[src/rtl/vmem_arbiter.sv]
// Round-robin arbiter for the shared data memory: scalar single-word accesses
// and 4-beat vector load/store sequences, with vector load data gathered into lane registers.
module vmem_arbiter #(
   parameter int ADDR_W = 14,
   parameter int DATA_W = 32
) (
   input  logic              clk,
   input  logic              nrst,
   input  logic              s_req,
   input  logic [ADDR_W-1:0] s_addr,
   input  logic [3:0]        s_we,
   input  logic [DATA_W-1:0] s_wdata,
   output logic              s_gnt,
   output logic              s_rvalid,
   output logic [DATA_W-1:0] s_rdata,
   input  logic              v_req,
   input  logic [3:0]        v_lsu_op,
   input  logic [ADDR_W-1:0] v_data_addr,
   input  logic [DATA_W-1:0] v_store_data_0,
   input  logic [DATA_W-1:0] v_store_data_1,
   input  logic [DATA_W-1:0] v_store_data_2,
   input  logic [DATA_W-1:0] v_store_data_3,
   output logic              v_gnt,
   output logic              v_done,
   output logic [DATA_W-1:0] v_load_data_0,
   output logic [DATA_W-1:0] v_load_data_1,
   output logic [DATA_W-1:0] v_load_data_2,
   output logic [DATA_W-1:0] v_load_data_3,
   output logic [ADDR_W-1:0] mem_addr,
   output logic [3:0]        mem_we,
   output logic [DATA_W-1:0] mem_wdata,
   input  logic [DATA_W-1:0] mem_rdata
);

   typedef enum logic [1:0] {ST_IDLE, ST_VEC, ST_VDRAIN} state_t;

   state_t                   r_state, w_next;
   logic [1:0]               r_beat;
   logic [3:0]               r_op;
   logic [ADDR_W-1:0]        r_base;
   logic [3:0][DATA_W-1:0]   r_sd;
   logic [3:0][DATA_W-1:0]   r_ld;
   logic                     r_vprio;     // 1: vector wins a tie (scalar was granted last)
   logic                     r_s_rvalid;

   logic                     w_idle, w_s_win, w_v_win;
   logic                     w_is_load, w_is_store, w_in_legal;
   logic [1:0]               w_shift;
   logic [ADDR_W-1:0]        w_vaddr;

   assign w_idle     = (r_state == ST_IDLE);
   assign w_s_win    = w_idle & s_req & (~v_req | ~r_vprio);
   assign w_v_win    = w_idle & v_req & (~s_req |  r_vprio);
   assign w_is_load  = (r_op[1:0] == 2'b01);
   assign w_is_store = (r_op[1:0] == 2'b10);
   assign w_in_legal = v_lsu_op[1] ^ v_lsu_op[0];

   // Strides are powers of two, so the beat offset is a shift; the sum wraps at 2^ADDR_W.
   always_comb begin
      w_shift = 2'd0;
      case (r_op[3:2])
         2'd1:    w_shift = 2'd1;
         2'd2:    w_shift = 2'd2;
         default: w_shift = 2'd0;
      endcase
   end
   assign w_vaddr = r_base + (ADDR_W'(r_beat) << w_shift);

   always_comb begin
      w_next    = r_state;
      s_gnt     = 1'b0;
      v_gnt     = 1'b0;
      v_done    = 1'b0;
      mem_addr  = '0;
      mem_we    = '0;
      mem_wdata = '0;
      case (r_state)
         ST_IDLE: begin
            if (w_s_win) begin
               s_gnt     = 1'b1;
               mem_addr  = s_addr;
               mem_we    = s_we;
               mem_wdata = s_wdata;
            end else if (w_v_win) begin
               v_gnt  = 1'b1;
               w_next = w_in_legal ? ST_VEC : ST_VDRAIN;
            end
         end
         ST_VEC: begin
            mem_addr = w_vaddr;
            if (w_is_store) begin
               mem_we    = 4'hF;
               mem_wdata = r_sd[r_beat];
            end
            if (r_beat == 2'd3) w_next = ST_VDRAIN;
         end
         ST_VDRAIN: begin
            v_done = 1'b1;
            w_next = ST_IDLE;
         end
         default: w_next = ST_IDLE;
      endcase
   end

   always_ff @(posedge clk or negedge nrst) begin
      if (!nrst) begin
         r_state    <= ST_IDLE;
         r_beat     <= '0;
         r_op       <= '0;
         r_base     <= '0;
         r_sd       <= '0;
         r_ld       <= '0;
         r_vprio    <= 1'b0;
         r_s_rvalid <= 1'b0;
      end else begin
         r_state    <= w_next;
         r_s_rvalid <= s_gnt & (s_we == 4'h0);
         if (s_gnt)      r_vprio <= 1'b1;
         else if (v_gnt) r_vprio <= 1'b0;
         if (v_gnt) begin
            r_op   <= v_lsu_op;
            r_base <= v_data_addr;
            r_sd   <= {v_store_data_3, v_store_data_2, v_store_data_1, v_store_data_0};
            r_beat <= '0;
         end
         // Read data trails its address by one cycle, so beat i returns lane i-1.
         if (r_state == ST_VEC) begin
            r_beat <= r_beat + 2'd1;
            if (w_is_load && r_beat != 2'd0) r_ld[r_beat - 2'd1] <= mem_rdata;
         end
         if (r_state == ST_VDRAIN && w_is_load) r_ld[3] <= mem_rdata;
      end
   end

   assign s_rvalid      = r_s_rvalid;
   assign s_rdata       = r_s_rvalid ? mem_rdata : '0;
   assign v_load_data_0 = r_ld[0];
   assign v_load_data_1 = r_ld[1];
   assign v_load_data_2 = r_ld[2];
   // Lane 3 is forwarded during the drain cycle so all lanes are valid alongside v_done.
   assign v_load_data_3 = (r_state == ST_VDRAIN && w_is_load) ? mem_rdata : r_ld[3];

endmodule

[config.mk]
export PLATFORM = sky130hd
export DESIGN_NAME = vmem_arbiter
export DESIGN_NICKNAME = d
export VERILOG_FILES = /design/src/rtl/vmem_arbiter.sv
export SDC_FILE = /design/constraint.sdc
export NUM_CORES = 1
export LEC_CHECK = 0
export ABC_AREA = 0
export BUFFER_PORTS_ARGS = -buffer_cell sky130_fd_sc_hd__buf_2
export CORE_AREA = 2 2 173 175
export CTS_CLUSTER_DIAMETER = 150
export DETAILED_ROUTE_END_ITERATION = 10
export DIE_AREA = 0 0 175 177
export HOLD_SLACK_MARGIN = 0.05
export PLACE_DENSITY = 0.84
export SLEW_MARGIN = 10
export SYNTH_ARGS = -nofsm -noshare
export SYNTH_HDL_FRONTEND = slang
export SYNTH_SLANG_ARGS = --single-unit
[constraint.sdc]
create_clock -name clk -period 4.2 [get_ports clk]
set_input_delay 0.84 -clock clk [delete_from_list [all_inputs] [get_ports clk]]
set_output_delay 0.84 -clock clk [all_outputs]
set_load 0.01 [all_outputs]
Word-level counts from Yosys, hierarchy flattened
Index checks and enable logic that the tools add are counted.

Add/sub/neg operators: 3. Magnitude comparators: 3. Equal/unequal tests: 10. Shifts and indexed selects: 1. Muxes and demuxes: 34. Bitwise gates (word level): 11. Reduce and logical (&&, ||, !) cells: 13.

Operator list (number): 2-to-1 mux 128 bit (2); 2-to-1 mux 32 bit (7); bitwise mux 128 bit (1); binary-select mux 32 bit (select 2 bit) (1); demux 32 bit (select 2 bit) (1); case mux 32 bit (2 select lines) (1); case mux 14 bit (2 select lines) (1); adder 14 bit (1); 2-to-1 mux 14 bit (1); << shifter 2 x 2 -> 14 bit (1); 2-to-1 mux 2 bit (6); nonzero test 2 bit (5); == test 2 bit, second input constant (4); 2-to-1 mux 1 bit (8); 2-to-1 mux 4 bit (2); case mux 2 bit (2 select lines) (2); case mux 4 bit (2 select lines) (1); == test 2 x 1 -> 1 bit, second input constant (3); < comparator 2 x 3 -> 1 bit, second input constant (2); AND 1 bit (5); zero test 4 bit (1); inequality test 2 bit, second input constant (2); AND reduction 2 bit (2); logical AND 1 bit (3); 9 further kinds (12).

Bits in registers: 280. Word-level logic and storage cells: 89.

Longest topological paths before layout
Gate-level depths: netlist of the first run.

Depth after elaboration: 9. Mapped depth: 12. Mapped depth without buffers: 10.

Worst setup path before layout of the first run
Ideal clock, no wire load.

Kind: reg2out. Start: register r_beat[0]. End: output port mem_addr[10]. Data arrival time: 3.021 ns. Setup slack: 0.339 ns. Cell stages (with the launch flop): 13. Path buffers: 2. Path through: dfrtp_1 > buf_2 > buf_1 > inv_1 > nor3_1 > ha_1 > inv_1 > fa_1 > nand2b_1 > a21oi_1 > o2111ai_1 > xor2_1 > o21ai_0.

Cells in the longest elaborated chain, start to end: 3.

RTL lines: from (decl) (RTL line 38) `logic [1:0] r_beat;`; from (signal assigned) (RTL line 128) `r_beat <= r_beat + 2'd1;`; << shifter 2 x 2 -> 14 bit (RTL line 67) `assign w_vaddr = r_base + (ADDR_W'(r_beat) << w_shift);`; adder 14 bit (RTL line 67); case mux 14 bit (2 select lines) (RTL line 77) `case (r_state)`; to (decl) (RTL line 29) `output logic [ADDR_W-1:0] mem_addr,`.

No other way between the ends.

Final worst setup path of the first run
Start: register r_beat[0]. End: output port mem_addr[13].

Same word-level chain as after synthesis.

==> impl_metrics.ini, run 1 <==
[floorplanning]
core_um2 = 29200
die-area_um2 = 31000
start_util_pct = 46.2
die_h_um = 177
die_w_um = 175
pin_count = 446
rows = 63

[synthesis]
yosysWarnings = 0
avgSynthCellArea_um2 = 10.6
yosysMostFrequentCell = nand2_1
synthTopCellsByCount = nand2_1, dfrtp_1, mux2_2
synth_area_leaders = dfrtp_1, mux2_2, nand2_1
synth_top_area_cell = dfrtp_1
synth_edf_count = 0
syn_inst = 1270
ys.flop_type = dfrtp_1
synth_top_area_share_pct = 51.8
async_flop_share_pct = 100
synth_seq_cells = 280
syn_area_um2 = 13500
ys_types = 45
ys_seq_area_share_pct = 51.8
syn-num-nets = 1514

[cts]
clockBufferDepth = 3
cts_root_buf = clkbuf_16
cts_buffers = 29
cts_tree = built
numClockSinks = 280
clkTransAtPathRegs_ns = 0.06
clkLatencyLatePin_ns = 0.57
htree_num_levels = 1

[final_layout]
seq_area_um2 = 7010
multi_input_area_um2 = 5530
drive_above_1_share_pct = 44.2
finalCoreUtilization_pct = 56.4
syn2layout_area_growth_pct = 22.1
fillers = 2479
nets = 1839

[critical_path]
crit_path_start_kind = flip-flop
path_class = flip-flop to output pin
cp_data_required_time_ns = 3.36
r2r_start = r_beat[1]$_DFFE_PN0P_
r2r-end = r_ld[105]$_DFFE_PN0P_
worst-r2r-cell-count = 5
arrival_ns = 3.15
rrSetupSlack_ns = 1.29
critPathMaxFanout = 11
cp-end-kind = output pin

[placed_design]
place_hpwl_um = 25800
place.gp.congestion = 0.889
port_buffers = 445
pre_cts_ws_ns = 0.410

[sta]
setup_viol = 0
tns_ns = 0
finalCritPeriodShare_pct = 94.9
rsz0062_at_grt = false
setup_slack_ns = 0.213
period_needed_ns = 3.99
finalHoldViolations = 0
max-slew-margin-rel_pct = 20.3
worst_pin_slew_ns = 1.19
fin_skew_ns = 0.0292
fmax_mhz = 251
maxSlewViolCount = 0

[global_routing]
grt_max_degree = 150
grt_antenna_before_repair = 11
grt_pass1_vias = 10500
grt_pass1_wl_um = 56800
grt.overflow.total = 0
grt_usage_pct = 23.4

[power]
vdd_drop_max_mv = 0.715
p_leak_nw = 8.52
power_mw = 12.4
power.density_nw_per_um2 = 749

[detailed_routing]
vias = 10500
drt_drc_violations_left = 0
routed_wl_um = 37100
dr.pass1.iters = 5
viasPerCell = 5.21
drt_iter0_markers = 568
drtAntennaViolNets = 0
wire_per_inst_um = 18.4

[worst_hold_path]
hold_path_class = input port to async pin

[flow_run]
drv_cap = 0

[outcome]
status = finished, final reports clean
-- per-layer routing --
metal | share of wire [%] | up-vias | track usage, %
met2 | 50 | 456 | 40.9
met3 | 8.1 | 97 | 5.86
met4 | 3.1 | 8 | 8.16
met1 | 39 | 5140 | 28.1
li1 | - | 4785 | -
met5 | 0.14 | - | 0
-- logic make-up (layout without fill, tap and decap cells) --
family	Yosys count	count (layout)	synth area share (%)
AO/OA/AOI/OAI	78	78	4.23
multiplexers	192	192	18.7
other	1	8	0.0277
adder cells (fa/ha/maj)	12	12	1.17
flip-flops	280	280	51.8
AND/OR/NAND/NOR	526	526	15.9
XOR/XNOR	8	8	0.518
buffers and inverters	173	519	7.64
-- state kept, by name, indices dropped and copies added (netlist names) --
register	flops
r_base	14
r_beat	2
r_ld	32
r_op	4
r_sd	128
r_state	2
r_vprio	1
s_rvalid	1
v_load_data_0	32
v_load_data_1	32
v_load_data_2	32
-- layout make-up --
cell class                      count  area share [%]
Sequential cell                   280            42.5
Multi-Input combinational cell    817            33.5
Timing Repair Buffer              460            14.6
Clock buffer                       41            5.40
Tap cell                          390            2.96
Clock inverter                     11           0.758
Inverter                            7           0.174
Antenna cell                        7           0.106
-- power breakdown --
group          internal [mW]  switching (mW)  total (mW)  leakage [nW]
Combinational           2.31            2.59        4.90          4.64
Clock                   1.60            1.09        2.69         0.502
Sequential              4.02           0.760        4.78          3.37
-- how the worst max path moves through the flow --
| stage | from | end | slack [ns] | cells after the start |
|---|---|---|---|---|
| after floorplan | r_beat[0]$_DFFE_PN0P_ | mem_addr[10] | 0.34 | 12 |
| after global placement | r_beat[0]$_DFFE_PN0P_ | mem_addr[10] | 0.66 | 11 |
| after detailed placement | r_beat[0]$_DFFE_PN0P_ | mem_addr[12] | 0.41 | 11 |
| after CTS | r_op[2]$_DFFE_PN0P_ | mem_addr[12] | 0.17 | 11 |
| after global routing | r_beat[0]$_DFFE_PN0P_ | mem_addr[5] | 0.04 | 10 |
| final | r_beat[0]$_DFFE_PN0P_ | mem_addr[13] | 0.21 | 10 |
-- metrics by stage --
stage	cells	hold slack [ns]	instance area, um2
after global placement	1953	0.452	15400
after CTS	2006	0.361	16500
final	2013	0.344	16500
after floorplan	1270	0.440	13500
after detailed placement	1953	0.457	15400
after global routing	2011	0.385	16500
-- layout by cell type, fill, tap and decap left out, types with 2 or more instances in the layout --
master | netlist | layout
dfrtp_1 | 280 | 278
a22o_1 | 35 | 35
clkinvlp_4 | 0 | 2
nor4_1 | 2 | 2
clkinv_2 | 0 | 3
a211oi_1 | 2 | 2
and3_1 | 2 | 2
xor2_1 | 7 | 7
buf_2 | 18 | 444
nor2b_1 | 4 | 4
nand2_1 | 457 | 457
nand2b_1 | 5 | 5
mux2_2 | 160 | 160
buf_4 | 96 | 10
a21oi_1 | 8 | 6
nand3_1 | 6 | 5
o21ai_1 | 0 | 2
clkbuf_16 | 0 | 29
a21oi_4 | 0 | 3
o2111ai_1 | 2 | 2
ha_1 | 11 | 11
inv_6 | 0 | 3
inv_1 | 6 | 6
a21o_1 | 5 | 5
bufinv_16 | 0 | 2
and2_1 | 34 | 34
mux4_2 | 32 | 32
diode_2 | 0 | 7
o21ai_0 | 17 | 15
clkbuf_8 | 0 | 12
nor2_1 | 8 | 8
buf_12 | 0 | 5
-- repair_timing --
item | CTS | global route
endpoints found under the setup margin | 4 | 2
resized for setup | 2 | 3
pin swaps | 0 | 0
hold buffers | 0 | 0
buffers inserted | 1 | 0
endpoints found under the hold margin | 0 | 0
-- critical path, cell delays in order (launching register included) --
cell      delay, ns
dfrtp_4        0.47
buf_4          0.21
a22oi_1        0.32
inv_1          0.08
ha_1           0.30
a211oi_1       0.10
o21ai_0        0.31
nand2_1        0.11
or4_1          0.47
nand3_1        0.10
buf_2          0.13
No activity file was read; power rests on OpenSTA's default activity.
==> run 2: changes to the inputs <==
--- a/config.mk
+++ b/config.mk
@@ -6,13 +6,14 @@
 export NUM_CORES = 1
 export LEC_CHECK = 0
 export ABC_AREA = 0
-export BUFFER_PORTS_ARGS = -buffer_cell sky130_fd_sc_hd__buf_2
+export CAP_MARGIN = 20
 export CORE_AREA = 2 2 173 175
 export CTS_CLUSTER_DIAMETER = 150
 export DETAILED_ROUTE_END_ITERATION = 10
 export DIE_AREA = 0 0 175 177
+export DONT_BUFFER_PORTS = 1
 export HOLD_SLACK_MARGIN = 0.05
-export PLACE_DENSITY = 0.84
+export PLACE_DENSITY = 0.71
 export SLEW_MARGIN = 10
 export SYNTH_ARGS = -nofsm -noshare
 export SYNTH_HDL_FRONTEND = slang
==> run 2 against run 1 <==
Against the previous run: the flow now finishes with violations (hold timing); maximum frequency down 0.11%; clock power up 2%; core utilization down 7.7 points; combinational power down 27%; critical endpoint is now mem_addr[12].
==> impl_metrics.ini, run 2 (same netlist as run 1, synthesis figures left out) <==
[outcome]
status = finished with violations
violations = hold timing

[floorplanning]
start_util_pct = 46.2
core_um2 = 29200
rows = 63
die_w_um = 175
die-area_um2 = 31000
pin_count = 446
die_h_um = 177

[sta]
finalHoldViolations = 3
setup_viol = 0
maxSlewViolCount = 0
fmax_mhz = 251
finalCritPeriodShare_pct = 95.0
max-slew-margin-rel_pct = 35.9
rsz0062_at_grt = false
fin_skew_ns = 0.0150
tns_ns = 0
worst_pin_slew_ns = 0.961
period_needed_ns = 3.99
hold_slack_ns = -0.00792

[critical_path]
cp_data_required_time_ns = 3.36
arrival_ns = 3.15
cp-end-kind = output pin
critPathMaxFanout = 5
crit_path_start_kind = flip-flop
path_class = flip-flop to output pin

[final_layout]
largest_reg_flops = 128
layout_common_cells = nand2_1, dfrtp_1, mux2_2
final_common_cell = nand2_1
finalNonFillerCells = 1566
nets = 1394
syn2layout_area_growth_pct = 5.33
top_register = r_sd
drive_above_1_share_pct = 22.7

[flow_run]
drv_cap = 0

[power]
power_mw = 11.5
power.density_nw_per_um2 = 807
vdd_drop_max_mv = 0.432
p_leak_nw = 6.64

[cts]
clkLatencyLatePin_ns = 0.56
cts_buffers = 30
cts_tree = built
clkTransAtPathRegs_ns = 0.06
clockBufferDepth = 3
htree_num_levels = 1
numClockSinks = 280
cts_root_buf = clkbuf_16

[detailed_routing]
drt_iter0_markers = 542
viasPerCell = 5.52
dr.pass1.iters = 5
vias = 8641
wire_per_inst_um = 21.5
drt_drc_violations_left = 0
drtAntennaViolNets = 0
routed_wl_um = 33700

[placed_design]
port_buffers = 0
dp_cells = 1508
place_hpwl_um = 23300
place.gp.congestion = 0.853

[global_routing]
grt_pass1_wl_um = 50900
grt_pass1_vias = 8838
grt_antenna_before_repair = 4
grt_max_degree = 281
grt_usage_pct = 21.1
grt.overflow.total = 0

[worst_hold_path]
hold_path_class = input port to async pin
## run 2: changes by cell type in the layout (fill, tap and decap cells not counted), sizes merged
cell	delta
buf	-446
bufinv	+2
clkbuf	-2
clkinv	+4
clkinvlp	+1
diode	-5
inv	-1
## run 2: cell type report
type | count | area, um2
flip-flops and latches | 280 | 7010
multi-input cells | 817 | 5520
clock inverters | 17 | 204
fillers | 2603 | 15000
diodes | 2 | 5.00
well taps | 390 | 488
repair buffers | 14 | 150
clock buffers | 39 | 836
inverters | 7 | 28.8
## run 2: final timing paths
| check | from | endpoint | slack (ns) | depth (start not counted) |
|---|---|---|---|---|
| setup / recovery | r_op[2]$_DFFE_PN0P_ | mem_addr[12] | 0.21 | 10 |
| hold / removal | nrst | v_load_data_2[10]$_DFFE_PN0P_ | -0.008 | 0 |
| setup reg to reg | r_beat[1]$_DFFE_PN0P_ | v_load_data_0[12]$_DFFE_PN0P_ | 1.35 | 7 |
| hold reg to reg | r_sd[113]$_DFFE_PN0P_ | r_sd[113]$_DFFE_PN0P_ | 0.47 | 2 |
| max in group asynchronous | nrst | r_beat[0]$_DFFE_PN0P_ | 3.49 | 0 |
| min in group clk | v_store_data_2[11] | r_sd[75]$_DFFE_PN0P_ | 0.39 | 2 |
## run 2: metrics by stage
step	setup slack, ns	utilization [%]	hold WS (ns)	instance area [um2]
floorplan	0.339	-	0.440	13500
CTS	0.168	48.7	-0.0454	14200
detailed placement	0.779	45.1	0.457	13200
finish	0.209	48.7	-0.00792	14200
global placement	0.836	45.0	0.452	13200
global route	0.00809	48.7	-0.0466	14200
## run 2: what timing repair did
action	4_1_cts	5_1_grt
endpoints found under the setup margin	0	1
setup buffers	0	0
resized for setup	0	1
endpoints found under the hold margin	280	280
## run 2: per-layer routing
| layer | global-route usage [%] | wire [um] | vias up |
|---|---|---|---|
| li1 | - | - | 3886 |
| met1 | 25.5 | 13100 | 4283 |
| met2 | 37.1 | 16900 | 420 |
| met3 | 6.34 | 3110 | 50 |
| met4 | 5.38 | 672 | 2 |
| met5 | 0 | 14 | - |
## run 2: power breakdown
part | switching (mW) | internal [mW]
Sequential | 1.12 | 4.02
Clock | 1.09 | 1.65
Combinational | 1.90 | 1.70
Total | 4.11 | 7.37
## run 2: worst max-delay path, cell delays in order (launching register included)
cell and delay, ns:
dfrtp_1 0.40, nor2b_1 0.17, nor3_1 0.18, ha_1 0.22, inv_1 0.06, fa_1 0.37
nand2b_1 0.19, a21oi_1 0.33, o2111ai_1 0.17, xor2_1 0.17, o21ai_0 0.33
